File: src/rtl/nnacc_pkg.sv
// rtl/nnacc_pkg.sv - shared state encoding and default frame geometry for the NN accelerator
package nnacc_pkg;

  typedef enum logic [1:0] {
    ST_IDLE = 2'd0,
    ST_LOAD = 2'd1,
    ST_FULL = 2'd2
  } frame_state_e;

  localparam int DEF_IMG_W   = 14;
  localparam int DEF_IMG_H   = 14;
  localparam int DEF_CHUNK_W = 7;

endpackage

File: src/rtl/chunk_popcount.sv
// rtl/chunk_popcount.sv - combinational count of set bits in one input beat
module chunk_popcount #(
  parameter  int W  = 7,
  localparam int CW = $clog2(W + 1)
) (
  input  logic [W-1:0]  bits,
  output logic [CW-1:0] ones
);

  always_comb begin
    ones = '0;
    for (int i = 0; i < W; i++) begin
      ones = ones + CW'(bits[i]);
    end
  end

endmodule

File: src/rtl/image_frame_loader.sv
// rtl/image_frame_loader.sv - assembles a binary frame from pixel beats and holds it with a popcount checksum
module image_frame_loader
  import nnacc_pkg::*;
#(
  parameter  int IMG_W   = DEF_IMG_W,
  parameter  int IMG_H   = DEF_IMG_H,
  parameter  int CHUNK_W = DEF_CHUNK_W,
  localparam int NPIX    = IMG_W * IMG_H,
  localparam int BEATS   = NPIX / CHUNK_W,
  localparam int BW      = (BEATS > 1) ? $clog2(BEATS) : 1,
  localparam int SW      = $clog2(NPIX + 1)
) (
  input  logic               clk,
  input  logic               rst_n,
  input  logic               frame_start,
  input  logic               in_valid,
  input  logic [CHUNK_W-1:0] in_data,
  output logic               in_ready,
  output logic               img_valid,
  input  logic               img_ack,
  output logic [NPIX-1:0]    img_data,
  output logic [SW-1:0]      pixel_count,
  output logic [BW-1:0]      beat_idx,
  output logic               err_overrun
);

  localparam int CW = $clog2(CHUNK_W + 1);
  localparam logic [BW-1:0] LAST_IDX = BW'(BEATS - 1);

  generate
    if ((IMG_W * IMG_H) % CHUNK_W != 0) begin : g_bad_chunk
      $error("image_frame_loader: IMG_W*IMG_H must be a multiple of CHUNK_W");
    end
  endgenerate

  frame_state_e  state, state_nxt;
  logic          beat;
  logic          last_beat;
  logic [CW-1:0] chunk_ones;

  chunk_popcount #(.W(CHUNK_W)) u_popcount (
    .bits (in_data),
    .ones (chunk_ones)
  );

  assign beat      = in_valid & in_ready;
  assign last_beat = beat & (beat_idx == LAST_IDX);

  always_comb begin
    state_nxt = state;
    case (state)
      ST_IDLE: state_nxt = ST_LOAD;
      ST_LOAD: if (last_beat) state_nxt = ST_FULL;
      ST_FULL: if (img_ack) state_nxt = ST_LOAD;
      default: state_nxt = ST_IDLE;
    endcase
    // Restart wins over both a same-cycle beat and a same-cycle ack.
    if (frame_start) state_nxt = ST_LOAD;
  end

  always_ff @(posedge clk or negedge rst_n) begin
    if (!rst_n) begin
      state       <= ST_IDLE;
      in_ready    <= 1'b0;
      img_valid   <= 1'b0;
      img_data    <= '0;
      pixel_count <= '0;
      beat_idx    <= '0;
      err_overrun <= 1'b0;
    end else begin
      state     <= state_nxt;
      in_ready  <= (state_nxt == ST_LOAD);
      img_valid <= (state_nxt == ST_FULL);
      if (frame_start) begin
        img_data    <= '0;
        pixel_count <= '0;
        beat_idx    <= '0;
        err_overrun <= 1'b0;
      end else begin
        if (beat) begin
          img_data[int'(beat_idx) * CHUNK_W +: CHUNK_W] <= in_data;
          pixel_count <= pixel_count + SW'(chunk_ones);
          beat_idx    <= last_beat ? '0 : beat_idx + 1'b1;
        end
        if (state == ST_FULL) begin
          if (in_valid && !img_ack) err_overrun <= 1'b1;
          if (img_ack) pixel_count <= '0;
        end
      end
    end
  end

endmodule

File: config.mk
export PLATFORM = sky130hd
export DESIGN_NAME = image_frame_loader
export DESIGN_NICKNAME = d
export VERILOG_FILES = /design/src/rtl/nnacc_pkg.sv /design/src/rtl/chunk_popcount.sv /design/src/rtl/image_frame_loader.sv
export SDC_FILE = /design/constraint.sdc
export NUM_CORES = 1
export LEC_CHECK = 0
export BUFFER_PORTS_ARGS = -buffer_cell sky130_fd_sc_hd__buf_2
export CORE_AREA = 8 8 147 149
export CTS_CLUSTER_DIAMETER = 200
export DETAILED_ROUTE_END_ITERATION = 7
export DIE_AREA = 0 0 155 157
export GPL_TIMING_DRIVEN = 0
export PLACE_DENSITY_LB_ADDON = 0.12
export SLEW_MARGIN = 20
export SYNTH_ARGS = -nofsm -noshare
export SYNTH_HDL_FRONTEND = slang
export SYNTH_SLANG_ARGS = --single-unit
File: constraint.sdc
create_clock -name clk -period 4.1 [get_ports clk]
set_input_delay 0.41 -clock clk [delete_from_list [all_inputs] [get_ports clk]]
set_output_delay 0.41 -clock clk [all_outputs]
set_load 0.01 [all_outputs]
After elaboration in Yosys (flattened, before gate mapping). Cells that the tools add are included.

$add $sub $neg: 9. Reductions and logical operators: 7. Bitwise gates (word level): 2. $mul: 1. Muxes and demuxes: 17. Shift operators: 2. Equality and inequality tests: 5.

Operators by type and width (count): 2-to-1 mux 196 bit (2); bitwise mux 196 bit (1); variable shift 7 x 33 -> 196 bit (first input constant) (1); variable part select 7 x 33 -> 196 bit (1); negator 8 -> 33 bit (1); 2-to-1 mux 8 bit (4); adder 3 x 1 -> 3 bit (5); 2-to-1 mux 5 bit (3); adder 8 x 3 -> 8 bit (1); multiplier 5 x 3 -> 8 bit (second input constant) (1); 2-to-1 mux 2 bit (3); one-hot mux 2 bit (3 select lines) (1); nonzero test 2 bit (3); adder 5 x 1 -> 5 bit (second input constant) (1); == test 5 bit (second input constant) (1); == test 2 x 1 -> 1 bit (second input constant) (2); == test 2 bit (second input constant) (2); 2-to-1 mux 1 bit (3); adder 1 x 1 -> 2 bit (1); bitwise AND 1 bit (2); zero test 2 bit (1); AND reduction 2 bit (1); logical AND 1 bit (1); zero test 1 bit (1).

Register bits: 214. Input port bits: 12.

Depth between registers and ports, before layout.
Depth after elaboration: 11. Depth in mapped cells: 13. Mapped depth without buffers: 13.

Modules after synthesis. Synthesis repeated with hierarchy kept, for this count alone.

Cell total of the unflattened synthesis: 847. Area total of the unflattened synthesis: 10104.7 µm².

By module, submodules not included: image_frame_loader (sequential area each 5355.1 µm², cells an instance 835, area each 9994.6 µm², instances 1); chunk_popcount (sequential area each 0.0 µm², cells an instance 12, area each 110.1 µm², instances 1).

Worst setup path before layout. No wires, ideal clock.

Path type: input-to-reg. From: in in_data[0]. To: reg pixel_count[7]. Required time: 4023 ps. Cell stages on the path: 12. Library setup time: 77 ps. Arrival: 3395 ps. Slack: 628 ps. Path through: ha_1 -> inv_1 -> fa_1 -> fa_1 -> inv_1 -> ha_1 -> fa_1 -> ha_1 -> a21o_1 -> a21oi_1 -> or4_1 -> a21oi_1.

Longest elaborated chain between the ends: 11.

RTL lines: from (decl) (line image_frame_loader.sv:17) `input logic [CHUNK_W-1:0] in_data,`; adder 1 x 1 -> 2 bit (*) (line chunk_popcount.sv:13) `ones = ones + CW'(bits[i]);`; adder 3 x 1 -> 3 bit (*) (5 in a row) (line chunk_popcount.sv:13); adder 8 x 3 -> 8 bit (*) (line image_frame_loader.sv:82) `pixel_count <= pixel_count + SW'(chunk_ones);`; 2-to-1 mux 8 bit (*) (line image_frame_loader.sv:80) `if (beat) begin`; 2-to-1 mux 8 bit (line image_frame_loader.sv:87) `if (img_ack) pixel_count <= '0;`; 2-to-1 mux 8 bit (*) (line image_frame_loader.sv:85) `if (state == ST_FULL) begin`; 2-to-1 mux 8 bit (*) (line image_frame_loader.sv:74) `if (frame_start) begin`; to (signal assigned) (line image_frame_loader.sv:82); to (decl) (line image_frame_loader.sv:22) `output logic [SW-1:0] pixel_count,`.

Mark *: on every way between the ends. The rest lies on a longest branch, timed or not. A chain may end at the register's enable or synchronous reset.

Worst setup path after layout.
From: in in_data[1]. To: reg pixel_count[7].

The elaborated chain is that of the path after synthesis.

==> summary.md <==
| Metric | Value |
|---|---|
| Average size of a mapped cell | 12.14 um2 |
| Number of H-tree levels | 1 |
| Clock network latency to the later pin of the worst-skew pair | 510 ps |
| Worst Path Arrival | 3790 ps |
| Total placed instance area | 11,740 um2 |
| Clk_skew | 13.75 ps |
| Top post-synthesis cells by count | dfrtp_1 (214), nand2b_1 (200), mux2i_1 (189) |
| Power density over the cells | 378.8 nW/um2 |
| Via count of the first global-routing pass | 7,550 |
| Final critical-path required period | 3369 ps |
| Maximum capacitance violations | 0 |
| Average vias per placed instance | 5.215 |
| Final weighted congestion of routability-driven global placement | 0.7834 |
| Area of the mapped netlist | 10,230 um2 |
| Pins over their slew limit | 0 |
| Core Footprint | 19,210 um2 |
| Run status | completed |
| Fill cells | 1,535 |
| Transition at the pin with the smallest max-transition slack | 917.6 ps |
| Netlist cell types | 51 |
| Layout cell share with drive strength beyond 1 | 28.47% |
| Setup crit start kind | input pin |
| Pin count of the biggest net entering global routing | 81 |
| Worst-path fanout max | 7 |
| Summed area of non-filler cells in the final layout | 12,550 um2 |
| Highest clock frequency the design can meet | 296.8 MHz |
| Critical Path Sink Type | flop |
| Clock transition at the register clock pins on the worst setup and hold paths after CTS | 60 ps |
| Number of standard cells in the final layout excluding fillers | 1,375 |
| Fraction of synthesized cell area taken by the top area cell type | 52.34% |
| Post-route DRC | 0 |
| Die Height | 157 um |
| Worst Path Required | 4520 ps |
| GR Layer Usage met2 | 38.18% |
| Cell count after placement | 1,332 |
| Leakage dissipation | 6.140 nW |
| Number of standard cells after synthesis | 843 |
| TritonCTS clock tree | done |
| Standard-cell rows | 51 |
| Most instantiated library cell after synthesis | dfrtp_1 |
| First-pass DRT Iterations | 5 |
| Num CTS Buffers | 23 |
| Dpl hpwl | 20,280 um |
| Total Die Area | 24,340 um2 |
| Drt total wl | 27,970 um |
| GR Util All Layers | 23.10% |
| Path type of the worst setup path | input pin to flop |
| Routed wire length per instance | 20.34 um |
| Number of buffers inserted by port buffering | 222 |
| Fin Setup TNS | 0 ps |
| Setup repair after global routing missed its margin | false |
| Top_reg_cell synth | dfrtp_1 |
| I/O pin count | 224 |
| Largest cells by area after synthesis | dfrtp_1 (52%), mux2i_1 (18%), nand2b_1 (12%) |
| Starting density of the core | 53.27% |
| Global-route wire length before repair | 44,300 um |
| Max-slew headroom at the worst pin | 38.71% |
| Area delta synth->final | 22.70% |
| Total nets after synthesis | 869 |
| Period Utilization, post-route | 82.17% |
| Detailed-route via count | 7,171 |
| Layer with the highest usage after global routing | met2 |
| Path type of the worst min-delay path | input pin to flop |
| Diodes inserted | 0 |
| Number of clock sinks | 214 |
| Die Width | 155 um |
| Register bit total from synthesis | 214 |
| Async S/R FF share, synth | 100.0% |
| Antenna violations before repair | 0 |
| Worst ir drop on vdd | 0.2829 mV |
| Number of enable flip-flop cells after synthesis | 0 |
| Endpoints failing hold | 0 |
| Sequential share of the synthesized area | 52.34% |
| Starting DRC count in detailed routing | 388 |
| Net count reported at finish | 1,119 |
| Met1 track demand over resource in global routing | 30.55% |
| Clk root buf | clkbuf_16 |
| Maximum root-to-sink buffer count | 3 |
| Aggregate global routing overflow | 0 |
| Setup Viol. Count Final | 0 |
| Met3 demand-to-capacity share in global routing | 5.210% |
| Cell type with the highest aggregate area in the netlist | dfrtp_1 |
| Syn. warnings | 0 |
| Final ANT Viol Nets | 0 |
[flip-flops by register name, summed over array words and instances (netlist names)]
signal       flops
err_overrun      1
in_ready         1
img_data       196
img_valid        1
pixel_count      8
beat_idx         5
state            2
[critical path, cell delays in order]
cell,delay [ps]
buf_2,230
ha_1,280
inv_1,70
fa_1,420
fa_1,490
inv_1,40
ha_1,180
fa_1,490
ha_1,300
a21o_1,100
a21oi_1,130
or4_1,490
a21oi_1,150
[repair_timing]
action / 4_1_cts / 5_1_grt
hold endpoints to repair: 58 / 0
hold buffers: 1 / 0
resized for setup: 0 / 0
buffers inserted: 0 / 0
[power breakdown]
group | internal, W | switching [W]
Clock | 0.00136 | 0.000842
Combinational | 0.000142 | 0.000270
Sequential | 0.00213 | 0.0000166
Total | 0.00363 | 0.00113
[kinds of logic after synthesis]
logic type	count (synthesis)	synth area share, %
adder cells (fa/ha/maj)	14	2.006
AO/OA/AOI/OAI	58	4.696
flip-flops	214	52.34
buffers and inverters	60	2.849
multiplexers	189	18.49
XOR/XNOR	7	0.7828
AND/OR/NAND/NOR	301	18.83
[metal layers]
| layer | vias up | part of all wire [%] |
|---|---|---|
| met5 | - | 0 |
| met4 | 0 | 1.8 |
| met3 | 41 | 7.3 |
| met2 | 196 | 48 |
| met1 | 3571 | 43 |
| li1 | 3363 | - |
[final timing paths]
kind | start | end | slack, ps | depth (start not counted)
max in group asynchronous | rst_n | img_data[77]$_DFFE_PN0P_ | 2900 | 3
setup / recovery | in_data[1] | pixel_count[7]$_DFF_PN0_ | 730 | 13
setup reg to reg | beat_idx[0]$_DFFE_PN0P_ | img_data[95]$_DFFE_PN0P_ | 1080 | 9
hold / removal | in_valid | err_overrun$_DFFE_PN0P_ | 260 | 3
hold reg to reg | err_overrun$_DFFE_PN0P_ | err_overrun$_DFFE_PN0P_ | 520 | 2
min in group asynchronous | rst_n | pixel_count[7]$_DFF_PN0_ | 430 | 2
[final cells by class]
class / count / area (um2) / area share [%]
clock buffer: 31 / 645.6 / 5.143
buffer: 48 / 246.5 / 1.964
sequential: 214 / 5355 / 42.66
tap: 265 / 331.6 / 2.641
inverter: 12 / 45.04 / 0.3588
timing repair buffer: 225 / 1186 / 9.449
clock inverter: 11 / 158.9 / 1.266
multi-input combinational: 569 / 4584 / 36.52
[metrics by stage]
| stage | setup WS (ps) | hold slack (ps) | util [%] | total power, W |
|---|---|---|---|---|
| 2_1_floorplan | 627.9 | 114.4 | - | 0.002441 |
| 3_3_place_gp | -1133 | 473.8 | 60.78 | 0.002587 |
| 3_5_place_dp | 248.4 | 376.7 | 61.12 | 0.002599 |
| 4_1_cts | 762.5 | 243.8 | 65.36 | 0.004808 |
| 5_1_grt | 613.5 | 272.4 | 65.36 | 0.004939 |
| 6_report | 731.0 | 264.3 | 65.36 | 0.004755 |
[placed cells by master (no fill, tap or decap), drive strengths merged, types with 2 or more instances in the layout]
cell type	instances
nand2	38
xnor2	4
dfrtp	214
a211o	2
mux2i	189
a211oi	11
a31o	2
xor2	3
or4	3
nand2b	200
clkbuf	62
nand3	13
inv	13
clkinv	6
fa	4
o21ai	12
nand3b	4
nor3	15
a21oi	19
nor3b	3
bufinv	4
buf	241
or3	6
nor2	14
ha	10
a21o	3
(Power assumes the default switching activity.)
